**config.mk**
```make
export PLATFORM = sky130hd
export DESIGN_NAME = inst_prefetch_queue
export DESIGN_NICKNAME = d
export VERILOG_FILES = /design/src/rtl/inst_prefetch_queue_pkg.sv /design/src/rtl/ipq_fifo.sv /design/src/rtl/inst_prefetch_queue.sv
export SDC_FILE = /design/constraint.sdc
export NUM_CORES = 1
export LEC_CHECK = 0
export CORE_MARGIN = 8
export CORE_UTILIZATION = 56
export DETAILED_ROUTE_END_ITERATION = 12
export GPL_ROUTABILITY_DRIVEN = 0
export HOLD_SLACK_MARGIN = 0.02
export PLACE_DENSITY = 0.79
export SYNTH_ARGS = -nofsm -noshare
export SYNTH_HDL_FRONTEND = slang
export SYNTH_HIERARCHICAL = 1
export SYNTH_SLANG_ARGS = --single-unit
```
**constraint.sdc**
```tcl
create_clock -name i_clk -period 5 [get_ports i_clk]
set_input_delay 0.75 -clock i_clk [delete_from_list [all_inputs] [get_ports i_clk]]
set_output_delay 0.75 -clock i_clk [all_outputs]
set_load 0.01 [all_outputs]
```
**src/rtl/inst_prefetch_queue_pkg.sv**
```systemverilog
// rtl/inst_prefetch_queue_pkg.sv - shared types and widths for the instruction prefetch queue
package inst_prefetch_queue_pkg;

  localparam int INST_W = 32;
  localparam int ADDR_W = 32;

  // REQ: request driven, WAIT: one fetch outstanding, DRAIN: stale response expected, HOLD: queue full
  typedef enum logic [1:0] {
    ST_REQ   = 2'd0,
    ST_WAIT  = 2'd1,
    ST_DRAIN = 2'd2,
    ST_HOLD  = 2'd3
  } ipq_state_e;

  typedef struct packed {
    logic [ADDR_W-1:0] pc;
    logic [INST_W-1:0] inst;
  } ipq_entry_t;

  function automatic logic [ADDR_W-1:0] word_align(input logic [ADDR_W-1:0] addr);
    return {addr[ADDR_W-1:2], 2'b00};
  endfunction

endpackage

```
**src/rtl/ipq_fifo.sv**
```systemverilog
// rtl/ipq_fifo.sv - circular {pc, inst} entry buffer with single-cycle flush
module ipq_fifo
  import inst_prefetch_queue_pkg::*;
#(
  parameter int DEPTH = 4
) (
  input  logic                   i_clk,
  input  logic                   i_rst_n,
  input  logic                   i_flush,
  input  logic                   i_push,
  input  ipq_entry_t             i_push_entry,
  input  logic                   i_pop,
  output ipq_entry_t             o_head,
  output logic                   o_empty,
  output logic [$clog2(DEPTH):0] o_count
);

  localparam int PTR_W = $clog2(DEPTH);
  localparam logic [PTR_W:0] FULL_CNT = (PTR_W+1)'(DEPTH);

  ipq_entry_t       r_mem [DEPTH];
  logic [PTR_W-1:0] r_wr_ptr;
  logic [PTR_W-1:0] r_rd_ptr;
  logic [PTR_W:0]   r_count;
  logic             w_push_ok;
  logic             w_pop_ok;

  // The producer reserves a slot before fetching, so a push into a full buffer is simply refused.
  assign w_push_ok = i_push && (r_count != FULL_CNT);
  assign w_pop_ok  = i_pop && (r_count != '0);

  assign o_head  = r_mem[r_rd_ptr];
  assign o_empty = (r_count == '0);
  assign o_count = r_count;

  // Storage write; no reset needed because count gates visibility of every slot.
  always_ff @(posedge i_clk) begin
    if (i_rst_n && !i_flush && w_push_ok) begin
      r_mem[r_wr_ptr] <= i_push_entry;
    end
  end

  // Pointers and occupancy; flush empties the buffer in one cycle, pointers wrap at DEPTH.
  always_ff @(posedge i_clk) begin
    if (!i_rst_n || i_flush) begin
      r_wr_ptr <= '0;
      r_rd_ptr <= '0;
      r_count  <= '0;
    end else begin
      if (w_push_ok) begin
        r_wr_ptr <= r_wr_ptr + PTR_W'(1);
      end
      if (w_pop_ok) begin
        r_rd_ptr <= r_rd_ptr + PTR_W'(1);
      end
      case ({w_push_ok, w_pop_ok})
        2'b10:   r_count <= r_count + (PTR_W+1)'(1);
        2'b01:   r_count <= r_count - (PTR_W+1)'(1);
        default: r_count <= r_count;
      endcase
    end
  end

endmodule

```
**src/rtl/inst_prefetch_queue.sv**
```systemverilog
// rtl/inst_prefetch_queue.sv - instruction prefetch queue top; PREFETCH_STATS_EN adds flush/hold counters
module inst_prefetch_queue
  import inst_prefetch_queue_pkg::*;
#(
  parameter int                DEPTH   = 4,
  parameter logic [ADDR_W-1:0] INIT_PC = 32'h0000_0000
) (
  input  logic              i_clk,
  input  logic              i_rst_n,
  output logic              o_mem_req_valid,
  output logic [ADDR_W-1:0] o_mem_req_addr,
  input  logic              i_mem_req_ready,
  input  logic              i_mem_rsp_valid,
  input  logic [INST_W-1:0] i_mem_rsp_data,
  input  logic              i_redirect_valid,
  input  logic [ADDR_W-1:0] i_redirect_pc,
  output logic              o_inst_valid,
  output logic [INST_W-1:0] o_inst_data,
  output logic [ADDR_W-1:0] o_inst_pc,
  input  logic              i_inst_ready
`ifdef PREFETCH_STATS_EN
  ,
  output logic [15:0]       o_flush_count,
  output logic [15:0]       o_hold_count
`endif
);

  localparam int CNT_W = $clog2(DEPTH) + 1;
  localparam logic [CNT_W-1:0] FULL_CNT = CNT_W'(DEPTH);

  ipq_state_e        r_state;
  ipq_state_e        w_state_nxt;
  logic [ADDR_W-1:0] r_fetch_pc;
  logic [ADDR_W-1:0] w_fetch_pc_nxt;
  logic [ADDR_W-1:0] r_pend_pc;
  logic [ADDR_W-1:0] w_redirect_pc;
  logic              w_req_fire;
  logic              w_push;
  logic              w_pop;
  logic              w_head_vis;
  logic              w_empty;
  logic              w_has_room;
  logic [CNT_W-1:0]  w_count;
  logic [CNT_W-1:0]  w_count_after;
  ipq_entry_t        w_head;
  ipq_entry_t        w_push_entry;

  assign w_redirect_pc = word_align(i_redirect_pc);

  // Outputs are held low while reset is asserted, independent of register contents.
  assign o_mem_req_valid = i_rst_n && (r_state == ST_REQ);
  assign o_mem_req_addr  = r_fetch_pc;
  assign w_req_fire      = o_mem_req_valid && i_mem_req_ready;

  assign w_head_vis   = i_rst_n && !w_empty;
  assign o_inst_valid = w_head_vis && !i_redirect_valid;
  assign o_inst_data  = w_head_vis ? w_head.inst : '0;
  assign o_inst_pc    = w_head_vis ? w_head.pc : '0;

  // A pop during a redirect cannot happen since inst_valid is already masked; a response that
  // coincides with a redirect belongs to the old path and is dropped.
  assign w_pop  = o_inst_valid && i_inst_ready;
  assign w_push = (r_state == ST_WAIT) && i_mem_rsp_valid && !i_redirect_valid;

  assign w_push_entry.pc   = r_pend_pc;
  assign w_push_entry.inst = i_mem_rsp_data;

  // Occupancy as it will be after this edge; decides whether another fetch slot is free.
  assign w_count_after = w_count + CNT_W'(w_push) - CNT_W'(w_pop);
  assign w_has_room    = (w_count_after != FULL_CNT);

  ipq_fifo #(
    .DEPTH(DEPTH)
  ) u_fifo (
    .i_clk       (i_clk),
    .i_rst_n     (i_rst_n),
    .i_flush     (i_redirect_valid),
    .i_push      (w_push),
    .i_push_entry(w_push_entry),
    .i_pop       (w_pop),
    .o_head      (w_head),
    .o_empty     (w_empty),
    .o_count     (w_count)
  );

  // Fetch FSM next state and next fetch address; redirect always takes priority.
  always_comb begin
    w_state_nxt    = r_state;
    w_fetch_pc_nxt = r_fetch_pc;
    case (r_state)
      ST_REQ: begin
        if (i_redirect_valid) begin
          w_fetch_pc_nxt = w_redirect_pc;
          w_state_nxt    = w_req_fire ? ST_DRAIN : ST_REQ;
        end else if (w_req_fire) begin
          w_fetch_pc_nxt = r_fetch_pc + 32'd4;
          w_state_nxt    = ST_WAIT;
        end
      end
      ST_WAIT: begin
        if (i_redirect_valid) begin
          w_fetch_pc_nxt = w_redirect_pc;
          w_state_nxt    = i_mem_rsp_valid ? ST_REQ : ST_DRAIN;
        end else if (i_mem_rsp_valid) begin
          w_state_nxt = w_has_room ? ST_REQ : ST_HOLD;
        end
      end
      ST_DRAIN: begin
        // The stale response still has to be swallowed; a new redirect only moves the target.
        if (i_redirect_valid) begin
          w_fetch_pc_nxt = w_redirect_pc;
        end
        if (i_mem_rsp_valid) begin
          w_state_nxt = ST_REQ;
        end
      end
      ST_HOLD: begin
        if (i_redirect_valid) begin
          w_fetch_pc_nxt = w_redirect_pc;
          w_state_nxt    = ST_REQ;
        end else if (w_has_room) begin
          w_state_nxt = ST_REQ;
        end
      end
      default: begin
        w_state_nxt = ST_REQ;
      end
    endcase
  end

  // FSM state, fetch address and the address of the request in flight.
  always_ff @(posedge i_clk) begin
    if (!i_rst_n) begin
      r_state    <= ST_REQ;
      r_fetch_pc <= word_align(INIT_PC);
      r_pend_pc  <= '0;
    end else begin
      r_state    <= w_state_nxt;
      r_fetch_pc <= w_fetch_pc_nxt;
      if (w_req_fire) begin
        r_pend_pc <= r_fetch_pc;
      end
    end
  end

`ifdef PREFETCH_STATS_EN
  logic [15:0] r_flush_count;
  logic [15:0] r_hold_count;

  // Saturating counts of redirect cycles and cycles spent waiting for queue space.
  always_ff @(posedge i_clk) begin
    if (!i_rst_n) begin
      r_flush_count <= '0;
      r_hold_count  <= '0;
    end else begin
      if (i_redirect_valid && (r_flush_count != 16'hFFFF)) begin
        r_flush_count <= r_flush_count + 16'd1;
      end
      if ((r_state == ST_HOLD) && (r_hold_count != 16'hFFFF)) begin
        r_hold_count <= r_hold_count + 16'd1;
      end
    end
  end

  assign o_flush_count = r_flush_count;
  assign o_hold_count  = r_hold_count;
`else
  // Statistics counters are not built in this configuration.
`endif

endmodule

```
==> flow_summary.ini, run 1 <==
[outcome]
status = completed

[yosys]
synthArstFlopShare_pct = 0
ys_warn_count = 6
syn_avg_cell_area_sq_um = 15.25
ys_seq_area_share_pct = 67.72
ys.flop_type = edfxtp_1
synth_edf_count = 256
synth_top_area_share_pct = 57.15
syn_inst = 882
synth_cell_type_count = 70
synth_area_sq_um = 13450
ys_ff_latch = 327
synth.area.top_cells = edfxtp_1 57%, mux4_2 11%, dfxtp_1 11%
yosys.area.top_type = edfxtp_1

[critical_path]
cp.required_ns = 4.25
reg2reg_from = u_fifo/o_count[1]
path_class = register to output port
rrSetupSlack_ns = 1.95
critPathCaptureType = output port
path_max_fanout = 34
timing.rr.end = u_fifo/o_count[2]
arrival_ns = 3.00
timing.critical_path.to = o_inst_pc[25]
start_kind = register
r2r_cells = 10

[global_routing]
grt_overflow_total = 0
grt_usage_pct = 19.30
grt_pass1_vias = 8120
antenna_found_initial = 0
grt_max_degree = 71
grt_pass1_wl_microns = 44400

[sta]
skew_ns = 0.01270
finalHoldViolCount = 0
rsz0062_at_grt = false
max_freq_mhz = 266.9
min_period_over_period_pct = 74.93
max_slew.worst_pin.slew_ns = 1.049
layout_min_cycle_time_ns = 3.747
maxSlewHeadroom_pct = 30.04
setup_viol = 0
slew_violations = 0
fin_tns_setup_ns = 0

[die]
dieArea_sq_um = 29230
io_pins = 168
fp.dieW_microns = 171.0
start_util_pct = 57.13
core-area_sq_um = 23540
placementRows = 56
die_h_microns = 171.0

[clock_tree]
clockBufferDepth = 3
cts.repair.resized = 0
cts_hold_buffers = 0
h-tree-depth = 1
cts_tree = yes
cts_buffers = 31
cts_setup_buffers = 0
clock_latency_ns = 0.55
root_buffer = clkbuf_16
numClockSinks = 327
clk_pin_slew_ns = 0.06

[power_and_ir_drop]
vdd_ir_drop_max_uv = 192.0
leakage_nw = 5.296
p_per_area_nw_per_um2 = 336.6

[drt]
vias = 7959
wl_met1_microns = 12110
drc_errors = 0
route.met3.wl_microns = 2148
wire_per_inst_microns = 20.39
routed_wl_microns = 28240
initialDrtViolationCount = 768
ant_nets = 0
met2_length_microns = 13480
drtPass1Iterations = 5
top_layer_used = met4
via_per_inst = 5.747

[layout]
fin_nets = 1122
diodes = 0
drive_gt1_share_pct = 13.98
mostFrequentLayoutCells = 256 x edfxtp_1, 162 x clkdlybuf4s50_1, 88 x nand2_1
final_common_cell = edfxtp_1
area_delta_synth_final_pct = 21.03
post-route-cell-area_sq_um = 16280
nFillCells = 1598

[placed_design]
placed_area_sq_um = 15310
dp_hpwl_microns = 17270
io_buffers = 163

[worst_hold_path]
worstHoldStart = u_fifo/r_wr_ptr[0]
hp-class = register to register

[flow_run]
maxCapViolCount = 0
## how the worst min path moves through the flow
stage,end,cells after the start
after floorplan,register,2
after global placement,register,2
after detailed placement,u_fifo/r_wr_ptr[0],2
after CTS,u_fifo/r_wr_ptr[0],2
after global routing,r_pend_pc[25],2
final,u_fifo/r_wr_ptr[0],2
## metal layers
| layer | track usage, % | up-vias |
|---|---|---|
| li1 | - | 3673 |
| met1 | 25.82 | 3945 |
| met2 | 31.93 | 306 |
| met3 | 3.803 | 35 |
| met4 | 5.331 | 0 |
| met5 | 0 | - |
## sequential cells by signal, summed over array words and instances, names as in the netlist, named ones only
| signal | flops |
|---|---|
| u_fifo/r_mem | 256 |
| o_mem_req_addr | 30 |
| r_pend_pc | 30 |
| u_fifo/o_count | 3 |
| r_state | 2 |
| u_fifo/r_rd_ptr | 2 |
| u_fifo/r_wr_ptr | 2 |
## kinds of logic after synthesis
logic type               share of synthesized area [%]
buffers and inverters                            2.828
multiplexers                                     11.16
XOR/XNOR                                        0.5581
flip-flops                                       67.72
other                                          0.02788
adder cells (fa/ha/maj)                          1.042
AND/OR/NAND/NOR                                  10.86
AO/OA/AOI/OAI                                    5.805
## metrics by stage
step | setup WS [ns] | power (mW) | hold slack [ns] | cells | util [%]
after floorplan | 1.139 | 3.174 | 0.4591 | 891 | -
after global routing | 1.052 | 5.650 | 0.5147 | 1385 | 69.15
after CTS | 1.140 | 5.519 | 0.4892 | 1385 | 69.15
final | 1.253 | 5.480 | 0.4906 | 1385 | 69.15
after global placement | 1.444 | 3.314 | 0.4588 | 1328 | 65.05
after detailed placement | 1.386 | 3.321 | 0.4789 | 1328 | 65.05
## cells in the mapped netlist, types with 3 or more instances
cell type  instances
and3_2             4
o31ai_1            5
or3_1              3
dfxtp_1           71
a311oi_1           5
a21oi_1           20
o21a_1             3
ha_1               8
buf_4              3
nand4_1            8
and3_1            11
mux2i_1            6
mux4_2            64
xor2_1             5
nand2_1           88
nor2b_1            5
nand3_1           22
o211a_1            3
a22oi_1            3
and4_1             5
a31oi_1            4
buf_6              8
nor3_1             9
a22o_1             5
edfxtp_1         256
nor2_1            21
o21ai_0           62
and2_1            74
clkbuf_1          19
buf_2             20
inv_1             15
## critical path, cell delays in order, from the launching register on
cell and delay, ns:
dfxtp_4 0.78, buf_4 0.43, mux4_2 0.57, and2_1 0.16, clkdlybuf4s50_1 0.48
## layout make-up
| class | instances | area [sq um] | share of cell area, % |
|---|---|---|---|
| multi-input combinational | 494 | 4040 | 24.82 |
| sequential | 327 | 9116 | 56.00 |
| timing repair buffer | 173 | 1702 | 10.45 |
| clock inverter | 17 | 136.4 | 0.8378 |
| tap | 319 | 399.1 | 2.452 |
| inverter | 15 | 56.30 | 0.3459 |
| clock buffer | 40 | 829.5 | 5.096 |
## power breakdown
part | internal (mW) | total [mW] | switching (mW)
Clock | 1.27 | 2.21 | 0.945
Combinational | 0.126 | 0.255 | 0.129
Sequential | 2.96 | 3.01 | 0.0559
No activity file was read; power rests on OpenSTA's default activity.
==> inputs of run 2 (changes only) <==
- clock period: 5 -> 3.5 ns (I/O delays scaled with it)
==> run 2 against run 1 <==
Against the previous run: worst setup slack got worse by 0.88 ns; sequential share of layout area decreased by 1.2 points; routed wire length up 1.1%; highest routed layer unchanged; combinational power up 45%; hold slack got worse by 0.030 ns; global-route usage increased by 0.28 points; power is 48% higher; largest power group unchanged.
==> flow_summary.ini, run 2 (same netlist as run 1, synthesis figures left out) <==
[outcome]
status = completed

[layout]
fin_nets = 1142
final_common_cell = edfxtp_1
diodes = 0
regMostFlops = u_fifo/r_mem
drive_gt1_share_pct = 15.53
largest_reg_flops = 256
area_delta_synth_final_pct = 23.80
final_core_util_pct = 70.73
mostFrequentLayoutCells = 256 x edfxtp_1, 162 x clkdlybuf4s50_1, 88 x nand2_1

[die]
io_pins = 168
start_util_pct = 57.13
core-area_sq_um = 23540
placementRows = 56
die_h_microns = 171.0
fp.dieW_microns = 171.0
dieArea_sq_um = 29230

[critical_path]
path_class = register to output port
path_max_fanout = 20
slowest_stage = dfxtp_4
cp_slowest_stage_delay_ns = 0.66
cp.required_ns = 2.97
crit_family = buffers and inverters
critPathCaptureType = output port
crit_buf_inv = 2
start_kind = register
crit_chain = buf_12, mux4_2, and2_1, clkdlybuf4s50_1
arrival_ns = 2.60

[global_routing]
antenna_found_initial = 0
grt_overflow_total = 0
grt_usage_pct = 19.58
grt_pass1_vias = 8110
grt_pass1_wl_microns = 44690
grt_max_degree = 71

[drt]
initialDrtViolationCount = 593
wire_per_inst_microns = 20.30
drc_errors = 0
routed_wl_microns = 28560
via_per_inst = 5.699
vias = 8019
drtPass1Iterations = 5
ant_nets = 0

[power_and_ir_drop]
p_clk_share_pct = 42.3
power_mw = 8.104
swShare_pct = 20.57
seqPwrFrac_pct = 53.1
p_sw_mw = 1.667
leakage_nw = 5.473
p_int_mw = 6.438
p_per_area_nw_per_um2 = 486.7
vdd_ir_drop_max_uv = 293.1
share_comb_of_total_power_pct = 4.5

[clock_tree]
cts_buffers = 35
cts.repair.resized = 0
h-tree-depth = 2
numClockSinks = 327
cts_setup_buffers = 0
clockBufferDepth = 3
clk_pin_slew_ns = 0.06
clock_latency_ns = 0.50
cts_tree = yes
cts_hold_buffers = 0
root_buffer = clkbuf_16

[sta]
maxSlewHeadroom_pct = 37.45
skew_ns = 0.008736
slew_violations = 0
fin_tns_setup_ns = 0
max_freq_mhz = 320.0
rsz0062_at_grt = false
finalHoldViolCount = 0
layout_min_cycle_time_ns = 3.125
min_period_over_period_pct = 89.29
setup_viol = 0
max_slew.worst_pin.slew_ns = 0.9383

[placed_design]
io_buffers = 163
dp_hpwl_microns = 18400

[worst_hold_path]
hp-class = input port to register

[flow_run]
maxCapViolCount = 0
run 2: metrics by stage:
stage	hold WS (ns)	cells	setup slack [ns]	area (sq um)
CTS	0.4429	1407	0.3113	16650
global route	0.4775	1407	0.1984	16650
global placement	0.4624	1344	0.5894	15570
floorplan	0.4591	891	0.5662	13490
finish	0.4604	1407	0.3750	16650
detailed placement	0.4696	1344	0.5424	15570
run 2: worst paths after layout:
check	from	endpoint	slack, ns	cells after the start
worst max-delay path	register	o_inst_pc[13]	0.37	4
worst min register to register	u_fifo/r_rd_ptr[1]	register	0.48	2
worst min-delay path	i_rst_n	o_mem_req_addr[22]	0.46	3
worst max register to register	u_fifo/o_count[1]	u_fifo/o_count[2]	0.79	10
run 2: final cells by class:
cell class	count	area (sq um)
Fill cell	1547	6892
Sequential cell	327	9116
Clock inverter	17	112.6
Tap cell	319	399.1
Multi-Input combinational cell	494	4038
Timing Repair Buffer	189	1959
Clock buffer	46	969.7
Inverter	15	56.30
run 2: per-layer routing:
metal  up-vias  wire length (microns)  GRT usage, %
li1       3725                      -             -
met1      3937                  12120         26.20
met2       320                  13620         31.84
met3        37                   2445         5.186
met4         0                    376         4.423
met5         -                      0             0
run 2: tightest hold or removal path, cell delays in order:
cell     delay (ns)
buf_2          0.09
inv_1          0.13
a31oi_1        0.17
run 2: power by group through the flow:
stage	logic [mW]	registers, mW	clock network [mW]
2_1_floorplan	0.170	4.36	0
3_3_place_gp	0.359	4.38	0
4_1_cts	0.368	4.30	3.50
3_5_place_dp	0.365	4.38	0
6_report	0.369	4.30	3.43
5_1_grt	0.400	4.31	3.66
